==> src/rtl/pwm_decoder.sv <==
`default_nettype none
// ============================================================================
// Module      : pwm_decoder
// Description : Measures period, high time and 8-bit duty of an async PWM input
// Revision    : 1.0 - initial release
// ============================================================================
module pwm_decoder #(
    parameter int CNT_W          = 16,
    parameter int TIMEOUT_CYCLES = 1024
) (
    input  logic             clk,
    input  logic             reset,
    input  logic             pwm_in,
    output logic [7:0]       duty_cycle,
    output logic             duty_valid,
    output logic [CNT_W-1:0] period_out,
    output logic [CNT_W-1:0] high_out,
    output logic             stuck,
    output logic             overrun_err
);

    localparam logic [0:0]       c_ST_IDLE    = 1'b0;
    localparam logic [0:0]       c_ST_MEASURE = 1'b1;
    localparam logic [0:0]       c_DIV_IDLE   = 1'b0;
    localparam logic [0:0]       c_DIV_RUN    = 1'b1;
    localparam logic [3:0]       c_DIV_LAST   = 4'd8;
    localparam logic [CNT_W-1:0] c_CNT_MAX    = '1;
    localparam logic [CNT_W-1:0] c_TMO_LAST   = CNT_W'(TIMEOUT_CYCLES - 1);

    logic             r_s1, r_s2, r_s3;
    logic [0:0]       r_state;
    logic [CNT_W-1:0] r_period_cnt;
    logic [CNT_W-1:0] r_high_cnt;
    logic [CNT_W-1:0] r_tmo_cnt;
    logic             r_tmo_pend;

    logic [0:0]       r_div_state;
    logic [3:0]       r_div_cnt;
    logic [CNT_W:0]   r_div_rem;
    logic [CNT_W-1:0] r_div_den;
    logic [7:0]       r_div_quo;
    logic [CNT_W-1:0] r_div_p;
    logic [CNT_W-1:0] r_div_h;

    logic             w_edge;
    logic             w_measure_edge;
    logic             w_launch;
    logic             w_div_ge;
    logic [CNT_W:0]   w_div_sub;
    logic [8:0]       w_div_q9;
    logic             w_div_done;
    logic [7:0]       w_duty_div;
    logic             w_tmo_hit;
    logic             w_tmo_fire;
    logic             w_tmo_defer;

    assign w_edge         = r_s2 & ~r_s3;
    assign w_measure_edge = w_edge & (r_state == c_ST_MEASURE);
    assign w_launch       = w_measure_edge & (r_div_state == c_DIV_IDLE);
    assign overrun_err    = ~reset & w_measure_edge & (r_div_state == c_DIV_RUN);

    // Remainder stays below 2*P, so one compare/subtract yields each quotient bit
    assign w_div_ge   = (r_div_rem >= {1'b0, r_div_den});
    assign w_div_sub  = w_div_ge ? (r_div_rem - {1'b0, r_div_den}) : r_div_rem;
    assign w_div_q9   = {r_div_quo, w_div_ge};
    assign w_div_done = (r_div_state == c_DIV_RUN) && (r_div_cnt == c_DIV_LAST);
    assign w_duty_div = w_div_q9[8] ? 8'hFF : w_div_q9[7:0];

    // A timeout colliding with a divider completion is postponed by one cycle
    assign w_tmo_hit   = (r_tmo_cnt == c_TMO_LAST);
    assign w_tmo_fire  = ~w_edge & (r_tmo_pend | (w_tmo_hit & ~w_div_done));
    assign w_tmo_defer = ~w_edge & ~r_tmo_pend & w_tmo_hit & w_div_done;

    always_ff @(posedge clk) begin
        if (reset) begin
            r_s1         <= 1'b0;
            r_s2         <= 1'b0;
            r_s3         <= 1'b0;
            r_state      <= c_ST_IDLE;
            r_period_cnt <= '0;
            r_high_cnt   <= '0;
            r_tmo_cnt    <= '0;
            r_tmo_pend   <= 1'b0;
        end else begin
            r_s1 <= pwm_in;
            r_s2 <= r_s1;
            r_s3 <= r_s2;

            if (w_edge) begin
                r_state <= c_ST_MEASURE;
            end else if (w_tmo_fire) begin
                r_state <= c_ST_IDLE;
            end

            if (w_edge) begin
                r_period_cnt <= CNT_W'(1);
                r_high_cnt   <= CNT_W'(1);
            end else begin
                if (r_period_cnt != c_CNT_MAX) begin
                    r_period_cnt <= r_period_cnt + CNT_W'(1);
                end
                if (r_s2 && (r_high_cnt != c_CNT_MAX)) begin
                    r_high_cnt <= r_high_cnt + CNT_W'(1);
                end
            end

            if (w_edge || w_tmo_fire) begin
                r_tmo_cnt <= '0;
            end else begin
                r_tmo_cnt <= r_tmo_cnt + CNT_W'(1);
            end
            r_tmo_pend <= w_tmo_defer;
        end
    end

    always_ff @(posedge clk) begin
        if (reset) begin
            r_div_state <= c_DIV_IDLE;
            r_div_cnt   <= '0;
            r_div_rem   <= '0;
            r_div_den   <= '0;
            r_div_quo   <= '0;
            r_div_p     <= '0;
            r_div_h     <= '0;
        end else if (w_launch) begin
            r_div_state <= c_DIV_RUN;
            r_div_cnt   <= '0;
            r_div_rem   <= {1'b0, r_high_cnt};
            r_div_den   <= r_period_cnt;
            r_div_quo   <= '0;
            r_div_p     <= r_period_cnt;
            r_div_h     <= r_high_cnt;
        end else if (r_div_state == c_DIV_RUN) begin
            r_div_rem <= {w_div_sub[CNT_W-1:0], 1'b0};
            r_div_quo <= {r_div_quo[6:0], w_div_ge};
            if (w_div_done) begin
                r_div_state <= c_DIV_IDLE;
                r_div_cnt   <= '0;
            end else begin
                r_div_cnt <= r_div_cnt + 4'd1;
            end
        end
    end

    always_ff @(posedge clk) begin
        if (reset) begin
            duty_cycle <= '0;
            duty_valid <= 1'b0;
            period_out <= '0;
            high_out   <= '0;
            stuck      <= 1'b0;
        end else begin
            duty_valid <= 1'b0;
            if (w_div_done) begin
                duty_cycle <= w_duty_div;
                period_out <= r_div_p;
                high_out   <= r_div_h;
                duty_valid <= 1'b1;
            end else if (w_tmo_fire) begin
                duty_cycle <= r_s2 ? 8'hFF : 8'h00;
                duty_valid <= 1'b1;
            end

            if (w_edge) begin
                stuck <= 1'b0;
            end else if (w_tmo_fire) begin
                stuck <= 1'b1;
            end
        end
    end

endmodule
`default_nettype wire

==> config.mk <==
export PLATFORM = sky130hd
export DESIGN_NAME = pwm_decoder
export DESIGN_NICKNAME = d
export VERILOG_FILES = /design/src/rtl/pwm_decoder.sv
export SDC_FILE = /design/constraint.sdc
export NUM_CORES = 1
export LEC_CHECK = 0
export CAP_MARGIN = 20
export CORE_MARGIN = 10
export CORE_UTILIZATION = 45
export DETAILED_ROUTE_END_ITERATION = 7
export GPL_ROUTABILITY_DRIVEN = 0
export PLACE_DENSITY = 0.66
export SLEW_MARGIN = 20
export SYNTH_ARGS = -nofsm -noshare
export SYNTH_HDL_FRONTEND = slang
export SYNTH_SLANG_ARGS = --single-unit
==> constraint.sdc <==
create_clock -name clk -period 3.65 [get_ports clk]
set_input_delay 0.5475 -clock clk [delete_from_list [all_inputs] [get_ports clk]]
set_output_delay 0.5475 -clock clk [all_outputs]
set_load 0.01 [all_outputs]
* Yosys cells after proc, flatten, opt, wreduce, memory -nomap -nowiden *
Cells that the tools add are included.

storage, ports and cells
  register bits after elaboration = 157
  bits in latches = 0
  bits in writable memories = 0
  memory bits (read-only) = 0
  input bits = 3
  output and inout port bits = 43
  logic and storage cells = 79
  memories = 0

cells by class
  add/sub/neg operators = 5
  $mul = 0
  div/mod/pow operators = 0
  magnitude comparators = 1
  eq/ne operators = 4
  shift-type cells = 0
  muxes and demuxes = 19
  bitwise logic cells = 17
  reductions and logical operators = 11

operator list
  operator               count
  $add 16x1->16 const B  3
  $mux 16                3
  $mux 8                 4
  $ne 16x16->1 const B   2
  $ge 17x16->1           1
  $eq 16x10->1 const B   1
  $sub 16x16->16         1
  $mux 1                 11
  $and 1x1->1            10
  $reduce_bool 2->1      5
  $not 1->1              6
  $reduce_or 2->1        3
  $add 4x1->4 const B    1
  $eq 4x4->1 const B     1
  $mux 4                 1
  $logic_and 1x1->1      2
  $logic_or 1x1->1       1
  $or 1x1->1             1

* Logic depth before layout (Yosys ltp) *
  word-level depth = 8
  mapped depth = 11
  depth with buffers taken out = 11

* Least setup slack after synthesis *
Ideal clock, no wire load.

  kind = reg-to-reg
  start point = reg r_div_rem[0]
  end point = reg r_div_rem[15]
  setup time = 112 ps
  arrival = 2621 ps
  data required time = 3538 ps
  setup slack = 917 ps
  cell stages (with the launch flop) = 12
  buffers on the path = 0
  clock period less this slack = 2733 ps
  cell sequence = dfxtp_1 -> inv_1 -> ha_1 -> inv_1 -> fa_1 -> a211oi_1 -> o21ai_0 -> a311o_1 -> a211oi_2 -> mux2i_1 -> nor4_1 -> a2111oi_1

on the way
  longest elaborated chain between the ends = 4
  elaborated cells between the ends (all ways) = 5
  those cells by class = add/sub: 1; order compare: 1; mux: 3

RTL lines
  what                                            line    text
  start: declaration                              39      logic [CNT_W:0] r_div_rem;
  start signal: assignment                        128     r_div_rem <= {1'b0, r_high_cnt};
  start signal: assignment                        134     r_div_rem <= {w_div_sub[CNT_W-1:0], 1'b0};
  $sub 16x16->16 or $ge 17x16->1 (tied branches)  64, 63
  $mux 16 (*)                                     64      assign w_div_sub = w_div_ge ? (r_div_rem - {1'b0, r_div_den}) : r_div_rem;
  $mux 16 (*)                                     133     end else if (r_div_state == c_DIV_RUN) begin
  $mux 16 (*)                                     125     end else if (w_launch) begin

Every way passes the cells marked *; elsewhere a longest branch is shown, timed or not. The select of a mux whose other input is x is not followed.
A chain may end at the register's enable or synchronous reset.

* Final worst setup path *
Ends and elaborated chain as after synthesis.

==> results.py <==
metrics = {
    "critical_path": {
        "timing.rr.start": "r_div_rem[0]$_SDFFE_PP0P_",
        "cp.required_ns": 3.97,
        "slowest_stage": "fa_1",
        "path_class": "reg -> reg",
        "arrival_ns": 3.33,
        "endpoint_kind": "flip-flop",
        "ff2ff_setup_slack_ns": 0.63,
        "cpMostUsedCell": "inv_1",
        "startpoint_type": "flip-flop",
        "crit_chain": "inv_1 > ha_1 > inv_1 > fa_1 > a211oi_1 > o21ai_0 > a311o_1 > a211oi_2 > mux2i_1 > nor4_1 > a2111oi_1",
        "path_max_fanout": 3,
        "max_stage_delay_ns": 0.42,
        "startpoint": "r_div_rem[0]$_SDFFE_PP0P_",
    },
    "synthesis": {
        "dominantRegCellSynth": "dfxtp_1",
        "ys_warn_count": 0,
        "synth_edf_count": 0,
        "ys_top_cells_by_count": "dfxtp_1 (157), nand2_1 (157), a21oi_1 (92), nor2_1 (83), mux2i_1 (39)",
        "synth.top_cell.area_share_pct": 44.5,
        "synth_top_area_cell": "dfxtp_1",
        "synthDistinctLibCells": 58,
        "async_reset_ff_share_pct": 0,
        "synthCells": 843,
        "yosysSeqAreaShare_pct": 44.5,
        "synth_area_per_cell_um2": 8.38,
        "synth_fp_nets": 868,
        "syn_area_mm2": 0.00707,
        "netlist_top_cells_area": "dfxtp_1 (44%), nand2_1 (8.3%), a21oi_1 (6.5%)",
        "ys_seq_elements": 157,
    },
    "floorplan": {
        "dieArea_mm2": 0.0211,
        "core.rowCount": 45,
        "io_pins": 46,
        "dieHeight_um": 145,
        "initial_utilization_pct": 46.1,
        "fp.dieW_um": 145,
        "core_area_mm2": 0.0153,
    },
    "clock_network": {
        "hold_buffers": 0,
        "cts_tree": "yes",
        "clk_latency_ns": 0.43,
        "cts_setup_buffers": 0,
        "numCtsBuffers": 17,
        "cts_buffer_depth": 2,
        "clock_sinks": 157,
        "cts_resized": 0,
        "htree_num_levels": 4,
        "clockRootBuffer": "clkbuf_16",
        "path_clk_slew_ns": 0.06,
    },
    "route": {
        "drt_iter0_drc": 326,
        "via_count": 5798,
        "ant_nets": 0,
        "avgRoutedWirePerCell_um": 14.5,
        "wl_um": 16000,
        "vias_per_cell": 5.27,
        "drt-pass1-iter-count": 4,
        "drc_errors": 0,
    },
    "global_route": {
        "antenna_found_initial": 0,
        "globalRouteOverflowTotal": 0,
        "grt_first_pass_wirelength_um": 27500,
        "grt_max_degree": 60,
        "grtUsageTotal_pct": 15.4,
        "grt_pass1_vias": 5615,
    },
    "sta": {
        "fin_skew_ns": 0.00865,
        "rsz0062_at_grt": "false",
        "post-route-min-period_ns": 3.02,
        "setup_viol": 0,
        "tightest_slew_ns": 0.782,
        "setup_tns_ns": 0,
        "hold_viol_final": 0,
        "fmax_ghz": 0.331,
        "slew_viol_final": 0,
        "holdWs_ns": 0.449,
        "maxSlewHeadroom_pct": 47.8,
        "post-route-period-util_pct": 82.7,
    },
    "layout": {
        "drive_above_1_share_pct": 6.18,
        "area_delta_synth_final_pct": 17.6,
        "nets": 902,
        "n_antenna_cell": 0,
    },
    "hold_path": {
        "min-delay-start": "r_div_h[2]$_SDFFE_PP0P_",
        "hold_path.class": "reg -> reg",
    },
    "place": {
        "io_buffers": 45,
        "dp_hpwl_um": 10900,
    },
    "run_status": {
        "status": "finished, final reports clean",
    },
    "pwr": {
        "p_leak_nw": 2.98,
        "internal_power_mw": 2.90,
        "p_clk_share_pct": 49.3,
        "comb_power_share_pct": 4.4,
        "swShare_pct": 22.9,
        "powerDensity_mw_per_mm2": 452,
        "switchingPower_uw": 860,
        "seqPwrFrac_pct": 46.3,
        "vdd_ir_drop_max_uv": 316,
    },
    "run": {
        "maxCapViolCount": 0,
    },
}
## worst paths after layout
path	end	cells past startpoint
hold reg to reg	high_out[2]$_SDFFE_PP0P_	2
setup reg to reg	r_div_rem[15]$_SDFFE_PP0P_	11
setup / recovery	r_div_rem[15]$_SDFFE_PP0P_	11
hold / removal	high_out[2]$_SDFFE_PP0P_	2
## flip-flops by register name (all words and copies together) (netlist names)
signal        count
r_div_p          16
r_div_state       1
r_s2              1
duty_cycle        8
period_out       16
r_div_rem        17
high_out         16
duty_valid        1
r_s1              1
r_high_cnt       16
r_tmo_cnt        16
r_div_cnt         4
r_div_quo         8
r_tmo_pend        1
r_state           1
stuck             1
r_s3              1
r_div_h          16
r_period_cnt     16
## cells by family after synthesis
group | Yosys count | share of synthesized area, %
and+or+nand+nor | 353 | 22.6
muxes | 41 | 5.84
DFF | 157 | 44.5
adders and majority gates | 22 | 4.00
xor gates and xnor gates | 48 | 5.95
AOI/OAI and AO/OA | 155 | 13.3
buffers and inverters | 67 | 3.77
## power groups by stage
stage	combinational [mW]	sequential, mW	clock [mW]
after floorplan	0.135	1.77	0
after global placement	0.165	1.78	0
after detailed placement	0.165	1.78	0
after CTS	0.166	1.74	1.90
after global routing	0.184	1.74	1.98
final	0.165	1.74	1.85
## cells in the final DEF, fill, tap and decap left out, types with 9 or more instances in the layout
cell type,synthesis,final
inv_1,27,27
dfxtp_1,157,157
clkdlybuf4s50_1,0,44
ha_1,21,21
xnor2_1,18,18
nand4_1,12,12
mux2i_1,39,39
buf_4,0,10
xor2_1,30,30
nand3_1,30,30
clkbuf_16,0,17
nor2_1,83,82
nor3_1,16,16
o21ai_0,15,15
nand2_1,157,157
nor2b_1,9,9
and3_1,14,14
a21oi_1,92,92
## layer usage
metal / global-route usage (%) / up-vias / part of all wire [%]
met5: 0 / - / 0
met4: 4.70 / 0 / 0.99
met3: 4.53 / 15 / 4.1
met2: 24.9 / 94 / 47
met1: 19.4 / 2726 / 48
li1: - / 2963 / -
## critical path: cells and delay by family (launching register included)
kind                       cells  cell delay, ns
and+or+nand+nor                1            0.07
adders and majority gates      2            0.58
AOI/OAI and AO/OA              5            1.61
DFF                            1            0.31
muxes                          1            0.23
buffers and inverters          2            0.12
## per-stage QoR
stage               std cells  utilization, %  instance area (µm²)  setup WS, ns  power [mW]
floorplan                 843               -                 7070         0.917        1.91
global placement         1069            50.2                 7690         0.701        1.94
detailed placement       1069            50.2                 7690         0.686        1.94
CTS                      1101            54.3                 8310         0.653        3.80
global route             1101            54.3                 8310         0.356        3.90
finish                   1101            54.3                 8310         0.633        3.76
## final cells by class
cell class / instances / area (µm²)
well taps: 211 / 264
clock inverters: 14 / 184
clock buffers: 18 / 439
multi-input cells: 619 / 3660
fillers: 1497 / 7000
flip-flops and latches: 157 / 3140
repair buffers: 55 / 520
inverters: 27 / 101
Note: power is estimated with default switching activity, not from simulation.
